File: src/rtl/sap1_prog_loader.sv
// SAP-1 program loader: accepts LEN/program/checksum bytes into the 16x8 RAM,
// zero-fills the unused words, then lets the CPU run (free or single-step) until HLT.
module sap1_prog_loader #(
   parameter int ADDR_W = 4,
   parameter int DATA_W = 8
) (
   input  logic              clk,
   input  logic              clr,
   input  logic              start,
   input  logic              s_valid,
   input  logic [DATA_W-1:0] s_data,
   output logic              s_ready,
   input  logic              step_mode,
   input  logic              step,
   input  logic              cpu_halt_n,
   output logic              ram_we,
   output logic [ADDR_W-1:0] ram_addr,
   output logic [DATA_W-1:0] ram_wdata,
   output logic              cpu_clr,
   output logic              cpu_clk_en,
   output logic              busy,
   output logic              done,
   output logic              err,
   output logic [ADDR_W:0]   loaded_cnt
);

   localparam int DEPTH = 1 << ADDR_W;

   typedef enum logic [2:0] {
      S_IDLE,
      S_LEN,
      S_DATA,
      S_CSUM,
      S_FILL,
      S_RUN,
      S_HALTED,
      S_ERROR
   } state_t;

   state_t            state_q, state_d;
   logic [ADDR_W-1:0] addr_q, addr_d;
   logic [ADDR_W:0]   len_q, len_d;
   logic [ADDR_W:0]   cnt_q, cnt_d;
   logic [DATA_W-1:0] sum_q, sum_d;
   logic              step_q;
   logic              clk_en_q, clk_en_d;

   logic              xfer;
   logic              step_edge;
   logic              run_en;
   logic              len_ok;
   logic [DATA_W-1:0] sum_next;
   logic [ADDR_W:0]   cnt_inc;

   assign xfer      = s_valid & s_ready;
   assign step_edge = step & ~step_q;
   // Enable the CPU clock for the coming cycle: always in free run, once per step edge otherwise.
   assign run_en    = step_mode ? step_edge : 1'b1;
   assign len_ok    = (s_data != '0) && (s_data <= DATA_W'(DEPTH));
   assign sum_next  = sum_q + s_data;
   assign cnt_inc   = cnt_q + 1'b1;

   // NOTE: every variable gets a default at the top of the block so no path infers a latch.
   always_comb begin
      state_d  = state_q;
      addr_d   = addr_q;
      len_d    = len_q;
      cnt_d    = cnt_q;
      sum_d    = sum_q;
      clk_en_d = 1'b0;

      unique case (state_q)
         S_IDLE, S_HALTED, S_ERROR: begin
            if (start) begin
               state_d = S_LEN;
               cnt_d   = '0;
            end
         end
         S_LEN: begin
            if (xfer) begin
               if (len_ok) begin
                  state_d = S_DATA;
                  len_d   = s_data[ADDR_W:0];
                  sum_d   = s_data;
                  addr_d  = '0;
                  cnt_d   = '0;
               end else begin
                  state_d = S_ERROR;
               end
            end
         end
         S_DATA: begin
            if (xfer) begin
               addr_d = addr_q + 1'b1;
               cnt_d  = cnt_inc;
               sum_d  = sum_next;
               if (cnt_inc == len_q) state_d = S_CSUM;
            end
         end
         S_CSUM: begin
            if (xfer) begin
               if (sum_next != '0) begin
                  state_d = S_ERROR;
               end else if (len_q == (ADDR_W+1)'(DEPTH)) begin
                  state_d  = S_RUN;
                  clk_en_d = run_en;
               end else begin
                  state_d = S_FILL;
               end
            end
         end
         S_FILL: begin
            addr_d = addr_q + 1'b1;
            // The last word written is the top address; the wrap back to zero ends the fill.
            if (addr_q == '1) begin
               state_d  = S_RUN;
               clk_en_d = run_en;
            end
         end
         S_RUN: begin
            if (!cpu_halt_n) state_d = S_HALTED;
            else             clk_en_d = run_en;
         end
         default: state_d = S_IDLE;
      endcase
   end

   // NOTE: sequential state uses non-blocking assignments so all registers update together.
   always_ff @(posedge clk or posedge clr) begin
      if (clr) begin
         state_q  <= S_IDLE;
         addr_q   <= '0;
         len_q    <= '0;
         cnt_q    <= '0;
         sum_q    <= '0;
         step_q   <= 1'b0;
         clk_en_q <= 1'b0;
      end else begin
         state_q  <= state_d;
         addr_q   <= addr_d;
         len_q    <= len_d;
         cnt_q    <= cnt_d;
         sum_q    <= sum_d;
         step_q   <= step;
         clk_en_q <= clk_en_d;
      end
   end

   // Write port decodes from the state register so an asynchronous clear drops ram_we at once.
   always_comb begin
      s_ready   = (state_q == S_LEN) || (state_q == S_DATA) || (state_q == S_CSUM);
      ram_we    = ((state_q == S_DATA) && s_valid) || (state_q == S_FILL);
      ram_addr  = ((state_q == S_DATA) || (state_q == S_FILL)) ? addr_q : '0;
      ram_wdata = (state_q == S_DATA) ? s_data : '0;
      cpu_clr   = !((state_q == S_RUN) || (state_q == S_HALTED));
      busy      = (state_q == S_LEN) || (state_q == S_DATA) ||
                  (state_q == S_CSUM) || (state_q == S_FILL);
      done      = (state_q == S_HALTED);
      err       = (state_q == S_ERROR);
   end

   assign cpu_clk_en = clk_en_q;
   assign loaded_cnt = cnt_q;

endmodule
File: config.mk
export PLATFORM = sky130hd
export DESIGN_NAME = sap1_prog_loader
export DESIGN_NICKNAME = d
export VERILOG_FILES = /design/src/rtl/sap1_prog_loader.sv
export SDC_FILE = /design/constraint.sdc
export NUM_CORES = 1
export LEC_CHECK = 0
export CAP_MARGIN = 20
export CORE_ASPECT_RATIO = 1.4
export CORE_MARGIN = 8
export CORE_UTILIZATION = 52
export DETAILED_ROUTE_END_ITERATION = 10
export PLACE_DENSITY = 0.77
export SLEW_MARGIN = 40
export SYNTH_ARGS = -nofsm -noshare
export SYNTH_HDL_FRONTEND = slang
export SYNTH_SLANG_ARGS = --single-unit
File: constraint.sdc
create_clock -name clk -period 3 [get_ports clk]
set_clock_uncertainty 0.05 [all_clocks]
set_input_delay 0.45 -clock clk [delete_from_list [all_inputs] [get_ports clk]]
set_output_delay 0.45 -clock clk [all_outputs]
set_load 0.03 [all_outputs]
# Word level (Yosys, flattened, before mapping)

Index checks and enable logic that the tools add are counted.

Flip-flop bits (word level): 27
Input bits: 15
Output and inout bits: 24
Logic and storage cells: 86

Add/sub/neg operators: 3
$lt $le $gt $ge: 1
Eq/ne operators: 18
Muxes and demuxes: 33
Bitwise logic cells: 3
Reductions and logical operators: 21

Operators by type and width:

| kind                                                                  | number |
|---|---|
| 8-bit 2-to-1 mux                                                      | 4 |
| 3-bit 2-to-1 mux                                                      | 8 |
| 5-bit 2-to-1 mux                                                      | 4 |
| 3-bit case mux with 6 select lines                                    | 1 |
| 4-bit 2-to-1 mux                                                      | 4 |
| 2-bit inequality test, second input constant                          | 8 |
| 8-bit case mux with 2 select lines                                    | 1 |
| 8-bit nonzero test                                                    | 2 |
| 5-bit case mux with 3 select lines                                    | 1 |
| 3-bit == test, second input constant                                  | 4 |
| 4-bit case mux with 3 select lines                                    | 1 |
| 8-bit adder                                                           | 1 |
| 8-bit by 5-bit <= comparator with 1-bit output, second input constant | 1 |
| 4-bit AND reduction                                                   | 2 |
| 1-bit 2-to-1 mux                                                      | 7 |
| 7-bit AND reduction                                                   | 1 |
| 3-bit by 2-bit == test with 1-bit output, second input constant       | 2 |
| 1-bit logical OR                                                      | 6 |
| 3-bit nonzero test                                                    | 2 |
| 5-bit by 1-bit adder with 5-bit output, second input constant         | 1 |
| 5-bit == test                                                         | 1 |
| 5-bit == test, second input constant                                  | 1 |
| 5-bit AND reduction                                                   | 1 |
| 4-bit by 1-bit adder with 4-bit output, second input constant         | 1 |
| 12 further kinds                                                      | 14 |

# Longest topological paths before layout

Gate-level depths: netlist (run 1).

Depth in word-level cells: 7
Depth in mapped cells: 9
Depth with buffers taken out: 9

# Worst setup path before layout (run 1)

OpenSTA, ideal clock, no wires.

Path kind: input-to-reg
From: input s_data[0]
To: register state_q[0]
Library setup time: 0.126 ns
Arrival time: 2.197 ns
Required time: 2.824 ns
Slack: 0.627 ns
Stages on the path: 9
Path buffers: 0
Cells stage by stage: ha_1 inv_1 fa_1 nand2b_1 a211oi_1 or4b_2 nand3_1 nand4bb_1 a311o_1

Word-level cells in the longest chain between the ends: 5
Elaborated cells on any way between the ends: 10

Ends and longest elaborated chain:

| item                                                    | line    | RTL |
|---|---|---|
| from (decl)                                             | 11      | `input logic [DATA_W-1:0] s_data,` |
| 8-bit adder, or another cell as far along               | 60      | `assign sum_next = sum_q + s_data;` |
| 8-bit nonzero test or 1-bit logical AND (tied branches) | 102, 59 |  |
| 2-bit 2-to-1 mux or 3-bit 2-to-1 mux (tied branches)    | 102, 81 |  |
| 3-bit 2-to-1 mux, on equally long branches              | 101, 80 |  |
| 3-bit case mux with 6 select lines (*)                  | 72      | `unique case (state_q)` |
| to (signal assigned)                                    | 139     | `state_q <= state_d;` |
| to (decl)                                               | 40      | `state_t state_q, state_d;` |

Mark *: on every way between the ends. The rest lies on a longest branch, timed or not. The select of a mux whose other input is x is not followed.
A chain may end at the register's enable or synchronous reset.

# Worst setup path after layout (run 1)

From: register state_q[1]
To: output ram_addr[3]

Word-level cells in the longest chain between the ends: 3
Elaborated cells on any way between the ends: 4

Ends and longest elaborated chain:

| item                                                                      | line | RTL |
|---|---|---|
| 3-bit by 2-bit == test with 1-bit output or 3-bit == test (tied branches) | 153  | `ram_addr = ((state_q == S_DATA) \|\| (state_q == S_FILL)) ? addr_q : '0;` |
| 1-bit logical OR (*)                                                      | 153  |  |
| 4-bit 2-to-1 mux (*)                                                      | 153  |  |
| to (decl)                                                                 | 17   | `output logic [ADDR_W-1:0] ram_addr,` |

Mark *: on every way between the ends. The rest lies on a longest branch, timed or not.

==> results of run 1 <==
placed cells by master, fill, tap and decap left out, types with 8 or more instances in the layout:
master	count
nor2_1	23
a21oi_1	11
inv_1	8
dfrtp_1	27
xnor2_1	10
nand2_1	25
and2_1	13
clkdlybuf4s50_1	31
buf_4	22
ha_1	9
o21ai_0	21
worst max-delay path, stage by stage (launching register included):
cell and delay (ns):
dfrtp_1 0.52, nand2b_1 0.30, a21oi_1 0.31, and2_1 0.17
clkdlybuf4s50_1 0.66
registers in the layout, summed over array words and instances, names as in the netlist:
register    flops
addr_q          4
cpu_clk_en      1
len_q           5
loaded_cnt      5
state_q         3
step_q          1
sum_q           8
per-stage QoR:
stage	utilization (%)	hold WS, ns	power (mW)
floorplan	-	0.404	1.53
global placement	67.3	0.416	1.87
detailed placement	67.3	0.428	1.90
CTS	68.5	0.450	2.12
global route	68.5	0.471	2.28
finish	68.5	0.447	2.11
cells by family after synthesis:
family,share of synthesized area (%)
adder cells (fa/ha/maj),6.66
buffers and inverters,3.83
AND/OR/NAND/NOR,26.3
flip-flops,33.9
AO/OA/AOI/OAI,16.9
XOR/XNOR,6.60
multiplexers,5.84
layout make-up:
| class | instances | area share [%] |
|---|---|---|
| Clock buffer | 4 | 1.79 |
| Inverter | 8 | 1.19 |
| Multi-Input combinational cell | 187 | 49.2 |
| Sequential cell | 27 | 26.8 |
| Tap cell | 42 | 2.09 |
| Timing Repair Buffer | 53 | 18.9 |
power by group through the flow:
stage | combinational (mW) | clock (mW) | sequential (mW)
after detailed placement | 1.25 | 0 | 0.647
after global routing | 1.39 | 0.224 | 0.662
final | 1.26 | 0.206 | 0.641
after floorplan | 0.942 | 0 | 0.592
after global placement | 1.23 | 0 | 0.640
after CTS | 1.26 | 0.213 | 0.639
layer usage:
metal / wire length (microns) / share of wire [%]
met2: 2600 / 52
met5: 0 / 0
met3: 215 / 4.3
met1: 2040 / 41
met4: 87 / 1.8
worst paths after layout:
path                            cells after the start  slack [ns]              startpoint                      to
worst max-delay path                                4        0.27  state_q[1]$_DFFE_PP0P_             ram_addr[3]
worst min-delay path                                2        0.45    sum_q[3]$_DFFE_PP0P_    sum_q[3]$_DFFE_PP0P_
worst max register to register                      9        0.61    sum_q[0]$_DFFE_PP0P_  state_q[0]$_DFFE_PP0P_
worst min register to register                      2        0.45    sum_q[3]$_DFFE_PP0P_    sum_q[3]$_DFFE_PP0P_
max in group asynchronous                           3        2.15                     clr    sum_q[3]$_DFFE_PP0P_
min in group asynchronous                           3        0.48                     clr   addr_q[1]$_DFFE_PP0P_
==> results by group, run 1 <==
Synth
  – Count leader, synth: dfrtp_1
  – Netlist cell types: just under 50
  – Count of flip-flops with a built-in enable after synthesis: 0
  – Synth cell count leaders: 27 x dfrtp_1, 25 x nand2_1, 23 x nor2_1
  – Synthesized area: between 1500 and 2000 sq um
  – Synth async-reset ratio: between 90% and 100%
  – Main flop type after synthesis: dfrtp_1
  – Top post-synthesis cells by area: dfrtp_1 34%, ha_1 5.7%, o21ai_0 5.3%
  – #FFs+latches synth: 27
  – Synthesized Nets: ~260
  – Synth Warn #: 0
  – Area share of the largest cell type after synthesis: between 30% and 40%
  – Cells after synthesis: between 200 and 250
  – Post-synth top area cell: dfrtp_1
  – Syn_area_per_cell: around 8.6 sq um
  – Seq/Total Area, Yosys: ~34%

STA
  – Fin crit period: approximately 2.7 ns
  – Setup TNS: 0 ns
  – RSZ-0062 raised after global routing: false
  – Slew Viols, Final: 0
  – Final Cycle Share: 91.0%
  – Max_slew headroom: roughly 57%
  – Final Hold Violating Endpoints: 0
  – Worst Tran Pin Value: between 0.6 and 0.7 ns
  – Final WS setup: between 0.2 and 0.3 ns
  – Final setup vio count: 0
  – Fmax: approximately 370 MHz

Finish
  – Final instance area: about 2500 sq um
  – Layout area overhead: 26.4%
  – Register area: ~680 sq um
  – Layout cells sized above 1: roughly an eighth
  – Number of antenna diodes: 0
  – Fillers: 324
  – Post-layout nets: about 310
  – Non-Filler Instances: 321
  – Multi-input gate area: 1240 sq um

Setup path
  – Max FO, Critical Path: 12
  – Critical path class: flip-flop to primary output
  – Crit. End Element: primary output
  – Critical Path RT: approximately 2.5 ns
  – CP arrival: between 2 and 2.5 ns
  – Crit path launch type: flip-flop

Route
  – Drt wl/cell: approximately 15 microns
  – Remaining routing DRC violations: 0
  – Total wire length: about 4.9 mm
  – ANT nets after route: 0
  – Drt initial violations: 75
  – Vias: 1793
  – First-pass detailed-route iteration total: 4
  – Via/cell ratio: 5.59

Pwr
  – Net switching power: 0.949 mW
  – Max IR drop VDD: about 650 uV
  – Internal Power: 1.16 mW
  – Seq pwr share: 30.4%
  – Fraction of power spent switching nets: around 45%
  – Clk network pwr share: about 10%
  – P_leak: around 1.1 nW
  – Total power divided by cell area: approximately 840 nW/um^2
  – Gate power share: around 60%

Global route
  – All-Layer GR Usage: 17.2%
  – Most used routing layer: met2
  – First-pass GRT wire length: just over 8 mm
  – Antenna violations before repair: 0
  – GR Util met2: 31.3%
  – Via count of the first global-routing pass: roughly 1800
  – Aggregate global routing overflow: 0
  – Met1 GRT Util: about a fifth
  – Largest net degree at the start of global routing: 28
  – Met3 global-route usage: ~2.3%

Die
  – Die X: just under 70 microns
  – Die Area: between 6000 and 7000 sq um
  – Die height: about 89 microns
  – I/O pin count: 39
  – # rows: 26
  – CORE AREA: 3680 sq um
  – Starting Density: a little over half

Outcome
  – Run status: finished, final reports clean

Placed design
  – Place WS: just over 0.03 ns
  – Post-DP HPWL: 3.82 mm
  – Port bufs: 38
  – Cell area after placement: around 2500 sq um
  – Placed Instances: approximately 320
  – Placer congestion estimate: between 0.9 and 1

Clock tree
  – CTS tree: built
  – Post-CTS Repair Setup Buffers: 0
  – Cts hold-fix bufs: 0
  – TritonCTS buffer count: 3
  – H-tree levels: 1
  – Reg clk slew, reported paths: approximately 0.090 ns
  – Clk_lat worst skew: 0.27 ns
  – CTS Buffer Depth: 2
  – Post-CTS resize count: 0
  – CTS sink count: 27
  – Root buffer cell: clkbuf_8

Run
  – # Max-Cap Violations: 0

Hold path
  – Worst Hold Class: flip-flop to flip-flop
Power figures use the tool's default switching activity.
==> inputs of run 2 (changes only) <==
--- a/config.mk
+++ b/config.mk
@@ -8,9 +8,9 @@
 export CAP_MARGIN = 20
 export CORE_ASPECT_RATIO = 1.4
 export CORE_MARGIN = 8
-export CORE_UTILIZATION = 52
+export CORE_UTILIZATION = 34
 export DETAILED_ROUTE_END_ITERATION = 10
-export PLACE_DENSITY = 0.77
+export PLACE_DENSITY = 0.53
 export SLEW_MARGIN = 40
 export SYNTH_ARGS = -nofsm -noshare
 export SYNTH_HDL_FRONTEND = slang
==> results by group, run 2 (same netlist as run 1, synthesis figures left out) <==
Setup path
  – Crit. End Element: primary output
  – CP max stage cell: clkdlybuf4s50_1
  – CP arrival: 2.22 ns (about the same)
  – FF-to-FF End: state_q[0]$_DFFE_PP0P_
  – Crit path launch type: flip-flop
  – R2r worst-path depth: 9 (unchanged)
  – Crit path largest cell delay: 0.67 ns (about the same)
  – R2R Path Start: sum_q[0]$_DFFE_PP0P_
  – Max FO, Critical Path: 12 (unchanged)
  – R2R Setup Slk: 0.63 ns (+0.02 ns)
  – Critical path class: flip-flop to primary output
  – CP cell instances: nand2b_1 > a21oi_1 > and2_1 > clkdlybuf4s50_1
  – Critical Path RT: 2.50 ns (about the same)

Route
  – Total wire length: 5.21 mm (+5.4%)
  – Met3 Wirelength: 161 microns (-25%)
  – Met2 WL post-DR: 2.69 mm (+3.7%)
  – ANT nets after route: 0 (unchanged)
  – Via/cell ratio: 5.03 (-10%)
  – Vias: 1765 (-1.6%)
  – Met1 Wirelength: 2.30 mm (+13%)
  – DR top layer: met4
  – Drt initial violations: 114 (+52%)
  – Remaining routing DRC violations: 0 (unchanged)
  – First-pass detailed-route iteration total: 4 (unchanged)
  – Drt wl/cell: 14.8 microns (-3.6%)

Placed design
  – Post-DP HPWL: 4.06 mm (+6.3%)
  – Cell area after placement: 2520 sq um (+2.0%)
  – Placed Instances: 347 (+9.5%)
  – Placer congestion estimate: 0.844 (-6.4%)
  – Port bufs: 38 (unchanged)

Finish
  – Max FFs per register: 8 (unchanged)
  – Register area: 676 sq um (unchanged)
  – Post-layout nets: 307 (+0.66%)
  – Fillers: 619 (+91%)
  – Commonest non-fill, non-tap cells in the layout: 31 x clkdlybuf4s50_1, 27 x dfrtp_1, 25 x nand2_1, 24 x buf_4, 23 x nor2_1
  – Final instance area: 2570 sq um (+2.1%)
  – Most flop-heavy register: sum_q
  – Number of antenna diodes: 0 (unchanged)
  – Non-Filler Instances: 351 (+9.3%)
  – Layout area overhead: 29.1%
  – Layout cells sized above 1: 13.9% (+0.98 points)
  – Commonest non-fill, non-tap cell in the layout: clkdlybuf4s50_1
  – Multi-input gate area: 1240 sq um (unchanged)

Hold path
  – Hold depth: 2 (unchanged)
  – Hold_sp: sum_q[3]$_DFFE_PP0P_
  – Worst Hold Class: flip-flop to flip-flop
  – WHS Endpoint: sum_q[3]$_DFFE_PP0P_

Clock tree
  – CTS sink count: 27 (unchanged)
  – Post-CTS Repair Setup Buffers: 0 (unchanged)
  – Cts hold-fix bufs: 0 (unchanged)
  – Reg clk slew, reported paths: 0.11 ns (+0.02 ns)
  – Post-CTS resize count: 0 (unchanged)
  – Root buffer cell: clkbuf_8
  – TritonCTS buffer count: 3 (unchanged)
  – H-tree levels: 1 (unchanged)
  – CTS tree: built
  – Clk_lat worst skew: 0.28 ns (about the same)
  – CTS Buffer Depth: 2 (unchanged)

STA
  – RSZ-0062 raised after global routing: false
  – Fin crit period: 2.72 ns (-0.0143 ns)
  – Setup TNS: 0 ns (unchanged)
  – Worst Tran Pin Value: 0.645 ns (-0.000477 ns)
  – Final setup vio count: 0 (unchanged)
  – Fmax: 368 MHz (+0.53%)
  – Final Hold Violating Endpoints: 0 (unchanged)
  – Max_slew headroom: 57.0% (about the same)
  – Slew Viols, Final: 0 (unchanged)
  – Final Cycle Share: 90.5% (-0.48 points)

Die
  – Starting Density: 34.5% (-20 points)
  – Die Area: 8600 sq um (+41%)
  – CORE AREA: 5780 sq um (+57%)
  – I/O pin count: 39 (unchanged)
  – Die height: 107 microns (+19%)
  – # rows: 33 (+27%)
  – Die X: 80.7 microns (+18%)

Run
  – # Max-Cap Violations: 0 (unchanged)

Global route
  – Largest net degree at the start of global routing: 28 (unchanged)
  – All-Layer GR Usage: 12.8% (-4.4 points)
  – Antenna violations before repair: 0 (unchanged)
  – Aggregate global routing overflow: 0 (unchanged)
  – Via count of the first global-routing pass: 1893 (+4.2%)
  – First-pass GRT wire length: 8.90 mm (+7.3%)

Outcome
  – Run status: finished, final reports clean

Pwr
  – Max IR drop VDD: 367 uV (-43%)
  – P_leak: 1.07 nW (+0.75%)
  – Total power divided by cell area: 824 nW/um^2 (-1.7%)
  – Power, Total: 2.12 mW (+0.35%)
## run 2: changes by cell type in the layout (fill, tap and decap cells not counted), sizes merged
cell      before  now
clkinvlp       0    1
buf           22   24
clkbuf         4    3
## run 2: stage by stage
step                utilization (%)  hold slack, ns  worst slack [ns]
finish                         44.5           0.453             0.285
global route                   44.5           0.490             0.112
CTS                            44.5           0.458             0.244
detailed placement             43.7           0.432            0.0104
global placement               43.7           0.424            0.0353
floorplan                         -           0.404             0.627
## run 2: worst max-delay path by stage
stage,start,endpoint,slack [ns]
after floorplan,s_data[0],state_q[0]$_DFFE_PP0P_,0.63
after global placement,s_data[0],state_q[0]$_DFFE_PP0P_,0.04
after detailed placement,s_data[0],state_q[0]$_DFFE_PP0P_,0.01
after CTS,state_q[2]$_DFFE_PP0P_,ram_addr[3],0.24
after global routing,state_q[2]$_DFFE_PP0P_,ram_addr[1],0.11
final,state_q[2]$_DFFE_PP0P_,ram_addr[0],0.28
## run 2: report_power, final
group	internal [mW]	total [mW]	switching [mW]
combinational	0.590	1.26	0.672
sequential	0.487	0.633	0.146
clock	0.0947	0.224	0.130
## run 2: per-layer routing
metal / up-vias / GRT usage [%]
met5: - / 0
li1: 918 / -
met4: 0 / 3.46
met3: 5 / 1.94
met2: 21 / 22.9
met1: 821 / 15.0
## run 2: area by class of cell
class | instances | share of cell area [%]
clock buffers | 3 | 1.61
clock inverters | 1 | 0.292
repair buffers | 55 | 19.1
multi-input cells | 187 | 48.2
well taps | 70 | 3.40
inverters | 8 | 1.17
flip-flops and latches | 27 | 26.3
## run 2: critical path, delay by kind of cell (launching register included)
family          cells  cell delay (ns)
buf+inv             1             0.67
flops               1             0.52
simple gates        2             0.43
compound gates      1             0.31
